**config.mk**
```make
export PLATFORM = sky130hd
export DESIGN_NAME = aes_inv_key_gen
export DESIGN_NICKNAME = d
export VERILOG_FILES = /design/src/rtl/aes_inv_key_gen.sv
export SDC_FILE = /design/constraint.sdc
export NUM_CORES = 1
export LEC_CHECK = 0
export BUFFER_PORTS_ARGS = -buffer_cell sky130_fd_sc_hd__buf_2
export CORE_ASPECT_RATIO = 0.6
export CORE_UTILIZATION = 40
export DETAILED_ROUTE_END_ITERATION = 6
export PLACE_DENSITY = 0.82
export SLEW_MARGIN = 40
export SYNTH_ARGS = -nofsm -noshare
export SYNTH_HDL_FRONTEND = slang
export SYNTH_SLANG_ARGS = --single-unit
```
**constraint.sdc**
```tcl
create_clock -name clk -period 2.41 [get_ports clk]
set_input_delay 0.6025 -clock clk [delete_from_list [all_inputs] [get_ports clk]]
set_output_delay 0.6025 -clock clk [all_outputs]
set_load 0.03 [all_outputs]
```
**src/rtl/aes_inv_key_gen.sv**
```systemverilog
// ----------------------------------------------------------------------------
// aes_inv_key_gen
//
// Reverse-direction AES-128 key scheduler. It loads the round-NR key and walks
// the key schedule backwards. It emits round keys NR, NR-1, ..., 0, one key per
// valid/ready beat. The S-box is outside this block and is reached through the
// sub_o / sub_i word port, so one S-box can also serve the forward key
// generator.
//
// Ports
//   clk          clock
//   nrst         synchronous active-low reset (takes effect regardless of en)
//   en           clock enable; when low every register holds, FSM included
//   start_i      load request, sampled only in IDLE with en=1
//   key_i        round-NR key, word0=[127:96] .. word3=[31:0], byte0=[31:24]
//   rk_valid_o   round key valid
//   rk_ready_i   consumer ready
//   rk_o         current round key (same word/byte order as key_i)
//   rk_rnd_o     round index of rk_o, NR down to 0
//   busy_o       high in any state other than IDLE
//   done_o       one-cycle pulse after the round-0 key is accepted
//   sub_o        RotWord of the candidate previous word3, sent to the S-box
//   sub_i        SubWord(sub_o), combinational return in the same cycle
//   dbg_state_o  FSM state (0 = IDLE, 1 = EMIT) for observation
//
// Handshake: a beat completes on a rising clk edge where rk_valid_o=1,
// rk_ready_i=1 and en=1. While a beat is not completing, rk_o and rk_rnd_o
// hold stable. A ready seen while en=0 does not count.
// ----------------------------------------------------------------------------
module aes_inv_key_gen #(
   parameter int NR = 10
) (
   input  logic         clk,
   input  logic         nrst,
   input  logic         en,
   input  logic         start_i,
   input  logic [127:0] key_i,
   output logic         rk_valid_o,
   input  logic         rk_ready_i,
   output logic [127:0] rk_o,
   output logic [3:0]   rk_rnd_o,
   output logic         busy_o,
   output logic         done_o,
   output logic [31:0]  sub_o,
   input  logic [31:0]  sub_i,
   output logic         dbg_state_o
);

   generate
      if (NR < 1 || NR > 10) begin : g_bad_nr
         $error("aes_inv_key_gen: NR must be in 1..10");
      end
   endgenerate

   typedef enum logic {
      ST_IDLE = 1'b0,
      ST_EMIT = 1'b1
   } state_t;

   state_t         r_state;
   logic [127:0]   r_rk;
   logic [3:0]     r_rnd;
   logic           r_valid;
   logic           r_done;

   state_t         w_next_state;
   logic [127:0]   w_next_rk;
   logic [3:0]     w_next_rnd;
   logic           w_next_valid;
   logic           w_next_done;

   logic [31:0]    w_w0, w_w1, w_w2, w_w3;
   logic [31:0]    w_p0, w_p1, w_p2, w_p3;
   logic [127:0]   w_prev;

   // Round constant for the step that produced round r from round r-1.
   function automatic logic [7:0] rcon(input logic [3:0] r);
      logic [7:0] v;
      case (r)
         4'd1:    v = 8'h01;
         4'd2:    v = 8'h02;
         4'd3:    v = 8'h04;
         4'd4:    v = 8'h08;
         4'd5:    v = 8'h10;
         4'd6:    v = 8'h20;
         4'd7:    v = 8'h40;
         4'd8:    v = 8'h80;
         4'd9:    v = 8'h1b;
         4'd10:   v = 8'h36;
         default: v = 8'h00;
      endcase
      return v;
   endfunction

   // Backward step. The forward relation is w[i] = w[i-1] ^ w[i-4]. So the
   // upper three previous words come from plain XORs of neighbours. The
   // previous word0 needs SubWord(RotWord(previous word3)), which is w_p3.
   assign w_w0   = r_rk[127:96];
   assign w_w1   = r_rk[95:64];
   assign w_w2   = r_rk[63:32];
   assign w_w3   = r_rk[31:0];
   assign w_p3   = w_w3 ^ w_w2;
   assign w_p2   = w_w2 ^ w_w1;
   assign w_p1   = w_w1 ^ w_w0;
   assign sub_o  = {w_p3[23:0], w_p3[31:24]};
   assign w_p0   = w_w0 ^ sub_i ^ {rcon(r_rnd), 24'h000000};
   assign w_prev = {w_p0, w_p1, w_p2, w_p3};

   always_comb begin
      w_next_state = r_state;
      w_next_rk    = r_rk;
      w_next_rnd   = r_rnd;
      w_next_valid = r_valid;
      w_next_done  = 1'b0;
      case (r_state)
         ST_IDLE: begin
            if (start_i) begin
               w_next_rk    = key_i;
               w_next_rnd   = 4'(NR);
               w_next_valid = 1'b1;
               w_next_state = ST_EMIT;
            end
         end
         ST_EMIT: begin
            // start_i is deliberately not looked at here: no restart mid-walk.
            if (rk_ready_i) begin
               if (r_rnd == 4'd0) begin
                  w_next_valid = 1'b0;
                  w_next_done  = 1'b1;
                  w_next_state = ST_IDLE;
               end else begin
                  w_next_rk  = w_prev;
                  w_next_rnd = r_rnd - 4'd1;
               end
            end
         end
         default: w_next_state = ST_IDLE;
      endcase
   end

   always_ff @(posedge clk) begin
      if (!nrst) begin
         r_state <= ST_IDLE;
         r_rk    <= '0;
         r_rnd   <= '0;
         r_valid <= 1'b0;
         r_done  <= 1'b0;
      end else if (en) begin
         r_state <= w_next_state;
         r_rk    <= w_next_rk;
         r_rnd   <= w_next_rnd;
         r_valid <= w_next_valid;
         r_done  <= w_next_done;
      end
   end

   assign rk_valid_o  = r_valid;
   assign rk_o        = r_rk;
   assign rk_rnd_o    = r_rnd;
   assign busy_o      = (r_state != ST_IDLE);
   assign done_o      = r_done;
   assign dbg_state_o = r_state;

endmodule

```
==> flow_metrics.env <==
export IMPL_drcViolationCount=0
export IMPL_setup_ws_ps=171.5
export IMPL_grt_max_degree=76
export IMPL_antenna_found_initial=1
export IMPL_yosysSeqAreaShare_pct=34.69
export IMPL_insertion_delay_ps=430
export IMPL_drtAntennaViolNets=0
export IMPL_critical_path_top_delay_family="simple AND/OR/NAND/NOR gates"
export IMPL_power_internal_mw=4.788
export IMPL_crit_top_cell="ha_1"
export IMPL_hold_path_class="in -> reg"
export IMPL_htree_levels=4
export IMPL_slowest_delay_ps=430
export IMPL_setup_tns_final_ps=0
export IMPL_post_route_min_period_ps=2239
export IMPL_crit_chain="inv_1, ha_1, or3b_4, and3_4, a311oi_4, inv_2, ha_1, nand3_1, mux2i_1"
export IMPL_areaGrowthSynthToFinish_pct=30.30
export IMPL_switching_share_pct=32.79
export IMPL_stdcell_count=1568
export IMPL_worstSetupPathType="reg -> reg"
export IMPL_hp_start="key_i[118]"
export IMPL_nets=1453
export IMPL_grt_pass1_vias=8235
export IMPL_avgSynthCellArea_um2=8.260
export IMPL_first_pass_iters=5
export IMPL_cts_tree="yes"
export IMPL_synth_seq_cells=143
export IMPL_fp_dieH_um=113.3
export IMPL_cts_inserted_buffers=17
export IMPL_port_buffers=332
export IMPL_drive_gt1_share_pct=30.73
export IMPL_rr_startpoint="rk_rnd_o[1]"
export IMPL_post_cts_buffers=0
export IMPL_cp_end_kind="register"
export IMPL_ys_flop_type="dfxtp_1"
export IMPL_finalHoldViolCount=0
export IMPL_r2r_cells=9
export IMPL_fillers=1901
export IMPL_p_per_area_mw_per_mm2=662.6
export IMPL_setup_viol=0
export IMPL_rows=40
export IMPL_cap_violations=0
export IMPL_crit_buf_inv=2
export IMPL_root_buffer="clkbuf_16"
export IMPL_postCtsHoldBufs=0
export IMPL_critPathSlowestCell="or3b_4"
export IMPL_post_place_ws_ps=208.1
export IMPL_status="finished clean"
export IMPL_power_frac_clock_pct=39.6
export IMPL_finalClockSkew_ps=14.25
export IMPL_drtIter0Drc=895
export IMPL_place_congestion=0.8682
export IMPL_path_clk_slew_ps=70
export IMPL_yosys_warnings=0
export IMPL_cts_resized_gates=0
export IMPL_cts_sinks=143
export IMPL_hold_path_endpoint="rk_o[118]"
export IMPL_power_frac_seq_pct=38.2
export IMPL_fin_crit_sh_pct=92.89
export IMPL_critPathRequiredTime_ps=2720
export IMPL_slew_viol_final=0
export IMPL_die_area_mm2=0.02123
export IMPL_synth_edff_count=0
export IMPL_wl_per_cell_um=17.96
export IMPL_via_per_inst=5.885
export IMPL_fmax_mhz=446.7
export IMPL_rrSetupSlack_ps=170
export IMPL_wirelength_um=28150
export IMPL_vias=9228
export IMPL_p_leak_nw=4.532
export IMPL_slew_headroom_pct=50.61
export IMPL_grt_ovfl_total=0
export IMPL_ys_async_sr_fraction_pct=0
export IMPL_cp_arrival_ps=2540
export IMPL_fp_coreArea_mm2=0.02012
export IMPL_cp_max_fo=5
export IMPL_num_antenna_cells=0
export IMPL_design_area_mm2=0.01075
export IMPL_cts_buffer_depth=2
export IMPL_placed_area_mm2=0.01013
export IMPL_worst_slew_pin_slew_ps=740.9
export IMPL_rsz0062_at_grt="false"
export IMPL_vdd_drop_max_uv=458.0
export IMPL_ioPinCount=333
export IMPL_synth_area_mm2=0.008252
export IMPL_grt_pass1_wl_um=43500
export IMPL_p_comb_share_pct=22.1
export IMPL_netlist_instances=999
export IMPL_track_usage_pct=25.32
export IMPL_switching_power_mw=2.336
export IMPL_syn_num_nets=1170
export IMPL_start_util_pct=41.01
export IMPL_hpwl_um=18960
export IMPL_holdPathStages=3
export IMPL_fp_dieW_um=187.4
export IMPL_synth_cell_types=45
export IMPL_dpl_cell_count=1536
export IMPL_start_kind="register"
-- cells in the final DEF (no fill, tap or decap), types with 2 or more instances in the layout --
master / count
nand2b_1: 2
nor4b_1: 105
nor2b_1: 115
ha_1: 6
a32oi_1: 7
nor3b_1: 2
o22ai_1: 8
inv_4: 2
clkinv_2: 4
nand2_1: 25
nand4b_1: 7
bufinv_16: 4
a21oi_1: 127
xor2_1: 32
dfxtp_1: 142
a31oi_1: 7
inv_6: 2
o21ai_0: 129
nor2_1: 7
inv_1: 19
nor4_1: 10
a22oi_1: 112
buf_12: 5
nand3_1: 5
clkinvlp_4: 2
buf_2: 332
inv_2: 2
mux2i_1: 3
clkbuf_16: 17
buf_4: 15
xnor2_1: 8
and2_1: 10
-- worst reg2reg max path, cell delays in order (launching register included) --
cell      delay [ps]
dfxtp_1          340
inv_1            100
ha_1             180
or3b_4           430
and3_4           200
a311oi_4         380
inv_2            100
ha_1             220
nand3_1           90
mux2i_1           80
-- routing by layer --
layer	routed length (um)	track usage (%)
met5	17	0
met4	373	6.938
met3	2512	5.769
met2	12560	38.44
met1	12690	35.84
-- kinds of logic after synthesis --
kind of cell / count (synthesis) / share of synthesized area [%]
compound gates: 397 / 28.61
xor+xnor: 40 / 4.246
fa+ha+maj: 6 / 0.9098
buf+inv: 110 / 5.595
flops: 143 / 34.69
mux: 3 / 0.3639
simple gates: 300 / 25.58
-- stage by stage --
step                      utilization, %  hold slack [ps]  power (mW)
after floorplan                        -            597.7       3.757
after global placement             50.37            453.1       4.301
after detailed placement           50.37            457.0       4.330
after CTS                          53.44            442.1       7.153
after global routing               53.44            455.3       7.409
final                              53.44            469.9       7.124
-- area by class of cell --
cell class	instances	area, um^2	share of cell area (%)
timing repair buffer	352	1874	17.43
inverter	22	85.08	0.7913
multi-input combinational	746	4967	46.20
clock buffer	18	429.2	3.992
tap	273	341.6	3.177
clock inverter	14	187.7	1.746
sequential	143	2867	26.66
-- worst max path at each step --
stage / startpoint / to / cells past startpoint
after floorplan: rk_rnd_o[0] / register / 9
after global placement: rk_rnd_o[1] / register / 9
after detailed placement: rk_rnd_o[1] / register / 9
after CTS: rk_rnd_o[1] / register / 9
after global routing: rk_rnd_o[1] / register / 9
final: rk_rnd_o[1] / register / 9
-- state kept, by name (all words and copies together), names as in the netlist, named ones only --
name        cells
rk_o          128
done_o          1
rk_rnd_o        4
busy_o          1
rk_valid_o      1
-- power groups by stage --
stage | Combinational, mW | Clock, mW | Sequential (mW)
2_1_floorplan | 0.795 | 0 | 2.96
3_3_place_gp | 1.55 | 0 | 2.76
3_5_place_dp | 1.56 | 0 | 2.77
4_1_cts | 1.57 | 2.87 | 2.72
5_1_grt | 1.68 | 2.98 | 2.75
6_report | 1.58 | 2.82 | 2.72
-- synthesized netlist by cell type (all sizes together) (8+ instances only) --
| cell type | count | share of area [%] |
|---|---|---|
| inv | 21 | 0.96 |
| xnor2 | 8 | 0.85 |
| nor4b | 106 | 11 |
| dfxtp | 143 | 35 |
| clkbuf | 58 | 2.6 |
| buf | 30 | 2.0 |
| o22ai | 8 | 0.61 |
| nor4 | 11 | 0.83 |
| xor2 | 32 | 3.4 |
| nor2b | 115 | 8.7 |
| a21oi | 128 | 7.8 |
| o21ai | 129 | 7.8 |
| nand2 | 25 | 1.1 |
| a22oi | 112 | 10 |
| and2 | 10 | 0.76 |
No activity file was read; power rests on OpenSTA's default activity.
